## config.mk

```make
export PLATFORM = sky130hd
export DESIGN_NAME = wsg_mix_receiver
export DESIGN_NICKNAME = d
export VERILOG_FILES = /design/src/rtl/wsg_mix_receiver.sv
export SDC_FILE = /design/constraint.sdc
export NUM_CORES = 1
export LEC_CHECK = 0
export CAP_MARGIN = 40
export CORE_MARGIN = 10
export CORE_UTILIZATION = 55
export CTS_CLUSTER_DIAMETER = 120
export DETAILED_ROUTE_END_ITERATION = 10
export PLACE_DENSITY_LB_ADDON = 0.3
export SYNTH_ARGS = -nofsm -noshare
export SYNTH_HDL_FRONTEND = slang
export SYNTH_SLANG_ARGS = --single-unit
```

## constraint.sdc

```tcl
create_clock -name pxclk -period 8.05 [get_ports pxclk]
set_clock_uncertainty 0.05 [all_clocks]
set_input_delay 2.0125 -clock pxclk [delete_from_list [all_inputs] [get_ports pxclk]]
set_output_delay 2.0125 -clock pxclk [all_outputs]
set_load 0.03 [all_outputs]
```

## src/rtl/wsg_mix_receiver.sv

```systemverilog
// WSG 8-slot DAC byte demultiplexer, volume mixer and PCM sample FIFO.

// Generic show-ahead FIFO, pop_dat valid whenever pop_vld.
// Latency: a push is visible at pop_dat one edge later.
// Backpressure: push_rdy drops when full unless a pop frees the slot on the same edge.
module wsg_mix_fifo #(
    parameter int DW = 16,
    parameter int AW = 2
) (
    input  logic          pxclk,
    input  logic          RESET,
    input  logic          push_vld,
    input  logic [DW-1:0] push_dat,
    output logic          push_rdy,
    output logic          pop_vld,
    output logic [DW-1:0] pop_dat,
    input  logic          pop_rdy
);
    localparam int DEPTH = 1 << AW;

    logic [DW-1:0] mem [DEPTH];
    logic [AW-1:0] wr_ptr;
    logic [AW-1:0] rd_ptr;
    logic [AW:0]   count;
    logic          full;
    logic          do_push;
    logic          do_pop;

    assign full     = (count == (AW+1)'(DEPTH));
    assign pop_vld  = (count != '0);
    assign do_pop   = pop_vld & pop_rdy;
    assign push_rdy = ~full | do_pop;
    assign do_push  = push_vld & push_rdy;
    assign pop_dat  = mem[rd_ptr];

    // Storage needs no reset; count gates every read.
    always_ff @(posedge pxclk) begin
        if (do_push) begin
            mem[wr_ptr] <= push_dat;
        end
    end

    always_ff @(posedge pxclk or posedge RESET) begin
        if (RESET) begin
            wr_ptr <= '0;
            rd_ptr <= '0;
            count  <= '0;
        end else begin
            if (do_push) begin
                wr_ptr <= wr_ptr + 1'b1;
            end
            if (do_pop) begin
                rd_ptr <= rd_ptr + 1'b1;
            end
            case ({do_push, do_pop})
                2'b10:   count <= count + 1'b1;
                2'b01:   count <= count - 1'b1;
                default: count <= count;
            endcase
        end
    end
endmodule

// Demuxes the WSG byte stream, mixes 8 volume-scaled slots into one 16-bit sample per frame.
// Latency: sample enters the FIFO on the edge after the slot-7 capture edge.
// Backpressure: pcm_valid/pcm_ready; a frame arriving at a full FIFO is dropped and flagged.
module wsg_mix_receiver #(
    parameter int SAMPLE_PHASE = 12,
    parameter int SHIFT        = 5,
    parameter int FIFO_AW      = 2
) (
    input  logic        pxclk,
    input  logic        RESET,
    input  logic [7:0]  c99raw_in,
    input  logic [7:0]  ch_enable,
    input  logic        ovf_clr,
    input  logic        pcm_ready,
    output logic [15:0] pcm_out,
    output logic        pcm_valid,
    output logic        frame_tick,
    output logic        overflow
);
    logic [6:0]         phase;
    logic [2:0]         slot;
    logic               capture;
    logic               frame_end;
    logic signed [7:0]  vol_s;
    logic signed [7:0]  wave_s;
    logic signed [7:0]  term_raw;
    logic signed [7:0]  term;
    logic signed [10:0] term_ext;
    logic signed [10:0] acc;
    logic signed [10:0] acc_sum;
    logic signed [10:0] frame_sum;
    logic               push_stb;
    logic signed [19:0] sum_ext;
    logic signed [19:0] shifted;
    logic [15:0]        sample;
    logic               push_rdy;
    logic [15:0]        head_dat;
    logic               drop;

    assign slot      = phase[6:4];
    assign capture   = (phase[3:0] == 4'(SAMPLE_PHASE));
    assign frame_end = capture & (slot == 3'd7);

    // Wave nibble is offset-binary around 8; 8-bit product is exact for 4b x 5b signed.
    assign vol_s    = {4'b0000, c99raw_in[7:4]};
    assign wave_s   = {4'b0000, c99raw_in[3:0]} - 8'sd8;
    assign term_raw = vol_s * wave_s;
    assign term     = ch_enable[slot] ? term_raw : 8'sd0;
    assign term_ext = {{3{term[7]}}, term};
    assign acc_sum  = acc + term_ext;

    always_ff @(posedge pxclk or posedge RESET) begin
        if (RESET) begin
            phase      <= '0;
            acc        <= '0;
            frame_sum  <= '0;
            push_stb   <= 1'b0;
            frame_tick <= 1'b0;
        end else begin
            phase      <= phase + 1'b1;
            push_stb   <= frame_end;
            frame_tick <= frame_end;
            if (capture) begin
                acc <= (slot == 3'd0) ? term_ext : acc_sum;
            end
            if (frame_end) begin
                frame_sum <= acc_sum;
            end
        end
    end

    // Widen far enough that the largest shift cannot wrap before saturation.
    assign sum_ext = {{9{frame_sum[10]}}, frame_sum};
    assign shifted = sum_ext <<< SHIFT;

    always_comb begin
        sample = shifted[15:0];
        if (shifted > 20'sd32767) begin
            sample = 16'h7FFF;
        end else if (shifted < -20'sd32768) begin
            sample = 16'h8000;
        end
    end

    wsg_mix_fifo #(
        .DW (16),
        .AW (FIFO_AW)
    ) u_fifo (
        .pxclk    (pxclk),
        .RESET    (RESET),
        .push_vld (push_stb),
        .push_dat (sample),
        .push_rdy (push_rdy),
        .pop_vld  (pcm_valid),
        .pop_dat  (head_dat),
        .pop_rdy  (pcm_ready)
    );

    assign pcm_out = pcm_valid ? head_dat : 16'h0000;
    assign drop    = push_stb & ~push_rdy;

    // A drop on the same edge as ovf_clr keeps the flag set.
    always_ff @(posedge pxclk or posedge RESET) begin
        if (RESET) begin
            overflow <= 1'b0;
        end else if (drop) begin
            overflow <= 1'b1;
        end else if (ovf_clr) begin
            overflow <= 1'b0;
        end
    end
endmodule

```

==> impl_results.md <==
* Crit. End Element: flip-flop
* Count of distinct cell types in the synthesized netlist at slightly above 50
* Endpoints failing setup at 0
* Power Density at ~200 nW/um^2
* Logic pwr share at around 28%
* Minimum clock period at 7.01 ns
* Worst hold path stage count at 1
* RD Place Congestion at approximately 0.83
* Total gr overflow at 0
* Layout cells sized above 1 at under 10%
* Largest fanout on the critical path at 8
* Setup slack, reg-to-reg at roughly 4.2 ns
* CTS Buffer Depth at 2
* Fillers at approximately 650
* Post-CTS setup buffer count at 0
* Top cells by count, synth: edfxtp_1 (44), dfrtp_1 (38), inv_1 (32)
* First-pass iteration count of the detailed router at 4
* Ant diodes at 0
* Primary FF master, synth: edfxtp_1
* Drc violations at 0
* Post-Syn Area per Cell at 11.9 um^2
* WS Path Type: in -> reg
* 1st-iter DRT viols at roughly 130
* Dominant cell by count in the synthesized netlist: edfxtp_1
* First-pass GRT wire length at 13900 um
* Reg clk slew, reported paths at approximately 0.09 ns
* Crit path required time at around 8.2 ns
* Peak supply drop at ~0.00013 V
* Total Routed Length at around 8000 um
* Rel. slew slack at roughly 50%
* Cells after synthesis at 390
* PostCTS Resize Cnt at 0
* RSZ-0062 raised after global routing: no
* R2R cell count at 13
* Share of total power in sequential cells at a little under half
* GRT Total Usage at about an eighth
* Post-CTS Hold Fix Bufs at 0
* Worst reg2reg path startpoint: phase[4]
* I/O pins at 39
* Worst Max-Slew Pin Slew at 0.737 ns
* Die width at approximately 110 um
* Ys async rst share at a little under half
* Area of the multi-input gates at roughly 2100 um^2
* Pin count of the biggest net entering global routing at 39
* RR Endpoint: acc[10]
* Final worst-path cycle share at 87.0%
* Vias at approximately 2900
* Yosys top cell area share at 28.5%
* Area grow syn2layout at 12.2%
* Fin Hold WS at around 0.43 ns
* Post-Synthesis Cell Area at around 4600 um^2
* Final core utilization at between 60% and 70%
* Outcome: finished clean
* Initial Util at between 50% and 60%
* Dpl cells at roughly 520
* Final TNS setup at 0 ns
* Nature of the critical path startpoint: input pin
* Initial antenna violation count at 0
* Class of the worst hold path: reg -> reg
* Site row count at 33
* Critical path data arrival time at slightly above 7 ns
* Worst setup path startpoint: c99raw_in[3]
* Worst-skew pair later-pin latency at 0.35 ns
* Die height at approximately 110 um
* Yosys reg bits at about 80
* Max Slew Vio Count at 0
* Antenna Nets Post-Route at 0
* Vias in the first global route at about 3000
* Dpl ws at approximately 0.67 ns
* Final cell count without fillers at about 530
* Number of flops mapped to enable cells by yosys at 44
* Sequential Area at 2270 um^2
* Sw Pwr at 0.000335 W
* Area contributors post-synth: edfxtp_1 (29%), dfrtp_1 (21%), ha_1 (8.1%)
* Die area at 12500 um^2
* Max frequency at 143 MHz
* PnR worst setup slack at about 1.0 ns
* Vias per inst at ~5.4
* Ys Warns at 0
* Nets@finish at 480
* Worst setup path endpoint: acc[9]
* CTS Buf Count at 9
* H-Tree Depth at 3
* Net Sw Frac at approximately a third
* Yosys top cell by area: edfxtp_1
* Register area share after synthesis at about half
* P_int at approximately 0.0007 W
* Core area at 8220 um^2
* TritonCTS clock tree: yes
* Clock root cell: clkbuf_8
* Leakage power at between 2 and 2.5 nW
* Final Hold Fails at 0
* Clock Power Share at about a quarter
* Port bufs at 33
* Sinks on the clock net at 82
* Max cap viols at 0
* DP Wirelength at between 6000 and 7000 um
* Mean routed wirelength per cell at about 15 um
## worst min path at each step
stage | end | start
floorplan | u_fifo.count[2] | u_fifo.count[2]
global placement | u_fifo.count[2] | u_fifo.count[2]
detailed placement | u_fifo.count[2] | u_fifo.count[2]
CTS | u_fifo.count[2] | u_fifo.count[2]
global route | u_fifo.count[2] | u_fifo.count[2]
finish | u_fifo.count[2] | u_fifo.count[2]
## worst max-delay path, stage by stage
cell and delay (ns):
clkdlybuf4s50_1 0.53, or2_2 0.36, fa_1 0.50, fa_1 0.53, fa_1 0.61, inv_1 0.06, ha_1 0.29, a21o_1 0.15
a21oi_1 0.18, xnor2_1 0.08, and2_1 0.17, ha_1 0.32, a21oi_1 0.23, nand2_1 0.07, o21ai_1 0.43, nor3_2 0.14
o2111a_1 0.28, nor4_2 0.26
## sequential cells by signal, summed over array words and instances, names as in the netlist
name and flops:
acc 11, frame_sum 11, overflow 1, phase 7, push_stb 1, u_fifo.count 3, u_fifo.mem 44, u_fifo.rd_ptr 2
u_fifo.wr_ptr 2
## cell families after synthesis
group | count (synthesis) | share of synthesized area [%]
AOI/OAI and AO/OA | 49 | 6.92
xor gates and xnor gates | 21 | 4.27
adders and majority gates | 39 | 12.0
buffers and inverters | 52 | 4.95
DFF | 82 | 49.1
muxes | 21 | 8.27
other | 1 | 0.0810
and+or+nand+nor | 125 | 14.4
## layout by cell type, fill, tap and decap left out, types with 5 or more instances in the layout
| cell type | instances |
|---|---|
| nand3_1 | 6 |
| inv_1 | 32 |
| xor2_1 | 6 |
| ha_1 | 30 |
| dfrtp_1 | 38 |
| nand2_1 | 31 |
| clkdlybuf4s50_1 | 33 |
| conb_1 | 5 |
| a21oi_1 | 8 |
| fa_1 | 9 |
| edfxtp_1 | 44 |
| o21ai_0 | 15 |
| clkbuf_8 | 9 |
| mux4_2 | 13 |
| and2_1 | 30 |
| a211oi_1 | 5 |
| nor3_1 | 5 |
| xnor2_1 | 14 |
| nor2b_1 | 8 |
| a31oi_1 | 6 |
| nor2_1 | 21 |
## layer usage
| metal | vias up | global-route usage, % | share of wire, % |
|---|---|---|---|
| met5 | - | 0 | 0 |
| met4 | 0 | 5.14 | 1.3 |
| met3 | 11 | 3.65 | 4.7 |
| met2 | 55 | 22.0 | 49 |
| met1 | 1404 | 16.1 | 45 |
| li1 | 1413 | - | - |
## through the flow
stage                     total power [W]  area [um^2]
after global routing              0.00111         5190
after global placement           0.000767         5010
final                             0.00104         5190
after CTS                         0.00105         5190
after floorplan                  0.000716         4640
after detailed placement         0.000778         5010
## layout make-up
cell class	count	area share [%]
tap	105	2.53
clock buffer	10	2.46
clock inverter	6	0.988
sequential	82	43.7
timing repair buffer	35	6.65
inverter	33	2.38
multi-input combinational	260	41.2
## power groups by stage
stage / registers [W] / clock network (W) / logic [W]
finish: 0.000482 / 0.000270 / 0.000289
global route: 0.000485 / 0.000297 / 0.000328
CTS: 0.000481 / 0.000276 / 0.000290
detailed placement: 0.000490 / 0 / 0.000288
global placement: 0.000489 / 0 / 0.000278
floorplan: 0.000477 / 0 / 0.000238
Power figures use the tool's default switching activity.
